$ cat config.mk
export PLATFORM = sky130hd
export DESIGN_NAME = cpu_run_ctrl
export DESIGN_NICKNAME = d
export VERILOG_FILES = /design/src/rtl/cpu_run_pkg.sv /design/src/rtl/bp_matcher.sv /design/src/rtl/cpu_run_ctrl.sv
export SDC_FILE = /design/constraint.sdc
export NUM_CORES = 1
export LEC_CHECK = 0
export ABC_AREA = 1
export CORE_MARGIN = 1
export CORE_UTILIZATION = 48
export DETAILED_ROUTE_END_ITERATION = 6
export PLACE_DENSITY_LB_ADDON = 0.1
export SYNTH_ARGS = -nofsm -noshare
export SYNTH_HDL_FRONTEND = slang
export SYNTH_SLANG_ARGS = --single-unit
$ cat constraint.sdc
create_clock -name clk -period 3.65 [get_ports clk]
set_input_delay 0.73 -clock clk [delete_from_list [all_inputs] [get_ports clk]]
set_output_delay 0.73 -clock clk [all_outputs]
set_load 0.02 [all_outputs]
$ cat src/rtl/cpu_run_pkg.sv
// rtl/cpu_run_pkg.sv - shared state type, defaults and width helper for the core run controller
package cpu_run_pkg;

   typedef enum logic [2:0] {
      ST_IDLE,
      ST_RESET,
      ST_RUN,
      ST_PAUSE,
      ST_STEP_WAIT,
      ST_STEP,
      ST_DONE
   } run_state_t;

   localparam int DEF_PC_W       = 32;
   localparam int DEF_CYCLE_W    = 32;
   localparam int DEF_MAX_CYCLES = 100;
   localparam int DEF_RST_CYCLES = 2;
   localparam int DEF_NUM_BREAK  = 2;

   // Index width for n entries, never narrower than one bit.
   function automatic int bp_idx_w(input int n);
      return (n > 1) ? $clog2(n) : 1;
   endfunction

endpackage

$ cat src/rtl/bp_matcher.sv
// rtl/bp_matcher.sv - PC breakpoint comparator array with lowest-index priority
module bp_matcher
   import cpu_run_pkg::*;
#(
   parameter int PC_W      = DEF_PC_W,
   parameter int NUM_BREAK = DEF_NUM_BREAK,
   parameter int IDX_W     = bp_idx_w(NUM_BREAK)
) (
   input  logic [PC_W-1:0]           pc,
   input  logic [NUM_BREAK*PC_W-1:0] bp_addr,
   input  logic [NUM_BREAK-1:0]      bp_en,
   output logic                      match,
   output logic [IDX_W-1:0]          idx
);

   // Scan from the top down so the lowest matching entry is the last writer.
   always_comb begin
      match = 1'b0;
      idx   = '0;
      for (int i = NUM_BREAK - 1; i >= 0; i--) begin
         if (bp_en[i] && (bp_addr[i*PC_W +: PC_W] == pc)) begin
            match = 1'b1;
            idx   = IDX_W'(i);
         end
      end
   end

endmodule

$ cat src/rtl/cpu_run_ctrl.sv
// rtl/cpu_run_ctrl.sv - run controller: core reset pulse, enable gating, halt/breakpoint/budget stop, single step
module cpu_run_ctrl
   import cpu_run_pkg::*;
#(
   parameter int PC_W       = DEF_PC_W,
   parameter int CYCLE_W    = DEF_CYCLE_W,
   parameter int MAX_CYCLES = DEF_MAX_CYCLES,
   parameter int RST_CYCLES = DEF_RST_CYCLES,
   parameter int NUM_BREAK  = DEF_NUM_BREAK
) (
   input  logic                           clk,
   input  logic                           rst,
   input  logic                           start,
   input  logic                           step_mode,
   input  logic                           step_req,
   input  logic                           halt_in,
   input  logic [PC_W-1:0]                pc_in,
   input  logic [NUM_BREAK*PC_W-1:0]      bp_addr,
   input  logic [NUM_BREAK-1:0]           bp_en,
   output logic                           core_rst,
   output logic                           core_en,
   output logic                           busy,
   output logic                           done,
   output logic                           timeout,
   output logic                           bp_hit,
   output logic [bp_idx_w(NUM_BREAK)-1:0] bp_idx,
   output logic [CYCLE_W-1:0]             cycle_count
);

   localparam int IDX_W = bp_idx_w(NUM_BREAK);
   localparam int RC_W  = bp_idx_w(RST_CYCLES);
   localparam logic [RC_W-1:0]    RST_LAST = RC_W'(RST_CYCLES - 1);
   localparam logic [CYCLE_W-1:0] LAST_CYC = CYCLE_W'(MAX_CYCLES - 1);

   run_state_t       state;
   run_state_t       state_nxt;
   logic [RC_W-1:0]  rst_cnt;
   logic             skip_bp;
   logic             match;
   logic [IDX_W-1:0] match_idx;
   logic             bp_fire;
   logic             at_budget;
   logic             counting;
   logic             new_run;

   bp_matcher #(
      .PC_W      (PC_W),
      .NUM_BREAK (NUM_BREAK),
      .IDX_W     (IDX_W)
   ) u_bp_matcher (
      .pc      (pc_in),
      .bp_addr (bp_addr),
      .bp_en   (bp_en),
      .match   (match),
      .idx     (match_idx)
   );

   // ">=" keeps the budget honest even if a breakpoint paused exactly on the last cycle.
   assign at_budget = (cycle_count >= LAST_CYC);
   assign bp_fire   = match && !skip_bp;
   assign counting  = (state == ST_RUN) || (state == ST_STEP);
   assign new_run   = start && ((state == ST_IDLE) || (state == ST_DONE));

   always_comb begin
      state_nxt = state;
      case (state)
         ST_IDLE:      if (start) state_nxt = ST_RESET;
         ST_RESET:     if (rst_cnt == RST_LAST) state_nxt = step_mode ? ST_STEP_WAIT : ST_RUN;
         ST_RUN: begin
            if (halt_in)        state_nxt = ST_DONE;
            else if (bp_fire)   state_nxt = ST_PAUSE;
            else if (at_budget) state_nxt = ST_DONE;
         end
         ST_PAUSE:     if (start) state_nxt = ST_RUN;
         ST_STEP_WAIT: if (step_req) state_nxt = ST_STEP;
         ST_STEP:      state_nxt = (halt_in || at_budget) ? ST_DONE : ST_STEP_WAIT;
         ST_DONE:      if (start) state_nxt = ST_RESET;
         default:      state_nxt = ST_IDLE;
      endcase
   end

   // Outputs are registered from the next state so they line up with the state register.
   always_ff @(posedge clk or posedge rst) begin
      if (rst) begin
         state       <= ST_IDLE;
         rst_cnt     <= '0;
         skip_bp     <= 1'b0;
         core_rst    <= 1'b1;
         core_en     <= 1'b0;
         busy        <= 1'b0;
         done        <= 1'b0;
         timeout     <= 1'b0;
         bp_hit      <= 1'b0;
         bp_idx      <= '0;
         cycle_count <= '0;
      end else begin
         state    <= state_nxt;
         core_rst <= (state_nxt == ST_IDLE) || (state_nxt == ST_RESET);
         core_en  <= (state_nxt == ST_RUN) || (state_nxt == ST_STEP);
         busy     <= (state_nxt != ST_IDLE) && (state_nxt != ST_DONE);
         rst_cnt  <= ((state == ST_RESET) && (state_nxt == ST_RESET)) ? rst_cnt + RC_W'(1) : '0;

         if (new_run) begin
            done        <= 1'b0;
            timeout     <= 1'b0;
            bp_hit      <= 1'b0;
            cycle_count <= '0;
         end

         if (counting) begin
            if (cycle_count != '1) cycle_count <= cycle_count + CYCLE_W'(1);
            if (state_nxt == ST_DONE) begin
               done    <= 1'b1;
               timeout <= !halt_in;
            end
         end

         if (state == ST_RUN) begin
            skip_bp <= 1'b0;
            if (state_nxt == ST_PAUSE) begin
               bp_hit <= 1'b1;
               bp_idx <= match_idx;
            end
         end

         // Resume arms skip-once so the core steps off the PC it stopped on.
         if ((state == ST_PAUSE) && start) begin
            bp_hit  <= 1'b0;
            skip_bp <= 1'b1;
         end
      end
   end

endmodule

==> reports/qor.csv <==
metric;value;unit
post-cts sizing count;0;
gr ovfl total;0;
first-pass GRT wire length;16.43;mm
hold path depth;1;
die height;87.83;um
drt total wl;9.983;mm
Slew HR;64.17;%
1st-pass router iterations;6;
Worst Tran Pin Value;0.5342;ns
Post-CTS Setup Inserts;0;
synthesis-stage register bit count;44;
Mapped Area;0.003536;mm^2
CTS Hold Bufs;0;
final hold vios;0;
reg2reg start;state[2]$_DFF_PP0_;
sequential share of the synthesized area;31.17;%
Hold Crit Endpoint;rst_cnt$_DFF_PP0_;
CP max-delay cell;clkdlybuf4s50_1;
worst setup margin;1.161;ns
Ports;143;
hpwl dp;8.182;mm
R2R setup slack;1.33;ns
Clock Root Buffer;clkbuf_8;
Design Power;0.001972;W
via count;4042;
largest net degree at the start of global routing;30;
Setup Skew;0.01084;ns
Multi-input gate area;0.002037;mm^2
CP peak stage delay;0.44;ns
cell count after placement;781;
Total Neg Setup Slack;0;ns
post-synth net total;651;
largest reg by FF count;cycle_count;
Placement Rows;30;
hold wc startpoint;rst_cnt$_DFF_PP0_;
Routed WL per cell;12.65;um
Tmin final;2.489;ns
number of global-route vias before repair;3804;
ordered cell list for the critical path;clkdlybuf4s50_1 > inv_1 > nor2_1 > buf_4 > inv_2 > and3_1 > inv_1 > a21oi_1 > nand4_1 > nand2_1 > nand2_1 > inv_1;
EDFF count, synth;0;
layout cells sized above 1;4.618;%
die area;0.007713;mm^2
GPL Wtd Cong;0.8688;
Placement Setup Slack;0.8679;ns
maximum VDD drop;0.0002148;V
RSZ-0062 raised after global routing;no;
register area;0.001102;mm^2
CP Capture Type;flop;
post-synthesis instance total;546;
Tcrit/Tclk final;68.18;%
Overall Global Routing Usage;27.31;%
IO buf count;142;
CP Depth;12;
CTS Buf Count;5;
CP startpoint kind;primary input;
final setup fails;0;
power density over cell area;383.3;mW/mm^2
Routed Antenna Nets;0;
Remaining DRCs;0;
Leak Pwr;2.392;nW
final net count;797;
max_cap viols;0;
Clock Path Buffers;2;
YS warnings;0;
library cells used by synthesis;45;
H-tree depth;2;
Initial Utilization;50.92;%
RR Endpoint;timeout$_DFF_PP0_;
Top Registers;cycle_count: 32 flops, state: 3 flops;
Slew Limit Fails;0;
area grow syn2layout;45.54;%
largest fanout on the critical path;26;
Die W;87.83;um
final instance area;0.005146;mm^2
CP Class;in2reg;
CP Data Required Time;3.91;ns
critical path arrival;2.75;ns
status;complete, no violations;
Clock transition at path regs;0.09;ns
area of the core;0.006944;mm^2
WP buf/inv;6;
clk_lat worst skew;0.31;ns
# clock sinks;44;
1st-iter DRT viols;139;
non-filler instance count after layout;789;
mean post-synth cell area;6.476;um^2
CTS tree;done;
number of flip-flops under the largest register name;32;
most used cell, CP;inv_1;
DR vias/cell;5.123;
# diodes;0;
Hold Path Class;reg2reg;
FMAX;0.4018;GHz
dpl cell area;0.005059;mm^2
Crit path max-delay family;buffers and inverters;
Post-synth ARST share;100.0;%
fillers;567;
Main synth FF type;dfrtp_1;
antenna violations before repair;0;
Worst R2R Path Depth;13;
## through the flow
| stage | hold slack [ns] | util (%) |
|---|---|---|
| 6_report | 0.4838 | 74.11 |
| 4_1_cts | 0.4857 | 74.11 |
| 2_1_floorplan | 0.4271 | - |
| 3_5_place_dp | 0.4738 | 72.85 |
| 3_3_place_gp | 0.4584 | 72.85 |
| 5_1_grt | 0.5178 | 74.11 |
## kinds of logic (layout without fill, tap and decap cells)
family                     count (synthesis)  in the layout  share of synthesized area [%]
muxes                                      4              4                          1.132
adders and majority gates                  1              1                         0.3538
and+or+nand+nor                          306            306                          39.00
DFF                                       44             44                          31.17
AOI/OAI and AO/OA                         63             63                          10.44
buffers and inverters                    101            248                          11.22
xor gates and xnor gates                  27             27                          6.688
## power by group
part,leakage (nW),switching [W],internal [W]
clock network,0.0479,0.000187,0.000134
registers,0.595,0.0000797,0.000576
logic,1.75,0.000597,0.000399
## cell usage after synthesis, types with 2 or more instances
library cell  number  area, um^2
clkbuf_1           3       11.26
o211ai_1           2       15.01
o21ai_0           35       175.2
a21oi_1           10       50.05
nand3b_1           2       15.01
nand2_2            2       12.51
nor2_1            65       244.0
nand2_1          154       578.1
a211oi_1           3       22.52
inv_1             91       341.6
mux2i_1            4       40.04
xnor2_1           18       157.7
dfrtp_1           43        1076
nor3_1            20       100.1
inv_2              4       15.01
buf_6              2       22.52
nor4_1             5       31.28
nand3_1           31       155.2
nand3_2            2       20.02
nor3_2             3       30.03
xor2_1             9       78.83
nand4_1           11       68.82
o22ai_1            3       18.77
nor3b_1            3       22.52
## cells in the final DEF, fill, tap and decap left out, types with 2 or more instances in the layout
cell	n
a211oi_1	3
a21oi_1	10
buf_4	2
clkbuf_8	5
clkdlybuf4s50_1	142
clkinv_2	2
dfrtp_1	43
inv_1	90
inv_2	4
mux2i_1	4
nand2_1	154
nand2_2	2
nand3_1	31
nand3_2	2
nand3b_1	2
nand4_1	11
nor2_1	65
nor3_1	20
nor3_2	3
nor3b_1	3
nor4_1	5
o211ai_1	2
o21ai_0	35
o22ai_1	3
xnor2_1	18
xor2_1	9
## worst max-delay path by stage
| stage | to | slack (ns) | start |
|---|---|---|---|
| finish | timeout$_DFF_PP0_ | 1.16 | start |
| detailed placement | timeout$_DFF_PP0_ | 0.87 | start |
| floorplan | cycle_count[31]$_DFF_PP0_ | 1.59 | cycle_count[0]$_DFF_PP0_ |
| CTS | timeout$_DFF_PP0_ | 1.18 | start |
| global route | timeout$_DFF_PP0_ | 0.99 | pc_in[25] |
| global placement | timeout$_DFF_PP0_ | 0.98 | start |
## layout make-up
| class | count | share of cell area [%] |
|---|---|---|
| multi-input combinational | 401 | 39.58 |
| timing repair buffer | 144 | 27.91 |
| sequential | 44 | 21.42 |
| inverter | 96 | 7.051 |
| tap | 96 | 2.334 |
| clock buffer | 5 | 1.337 |
| clock inverter | 3 | 0.3647 |
## routing by layer
metal	vias up	wire length (um)	global-route usage (%)
met5	-	0	0
met4	0	291	11.48
met3	28	503	4.053
met2	154	4996	48.34
met1	1828	4190	32.98
li1	2032	-	-
Note: power is estimated with default switching activity, not from simulation.
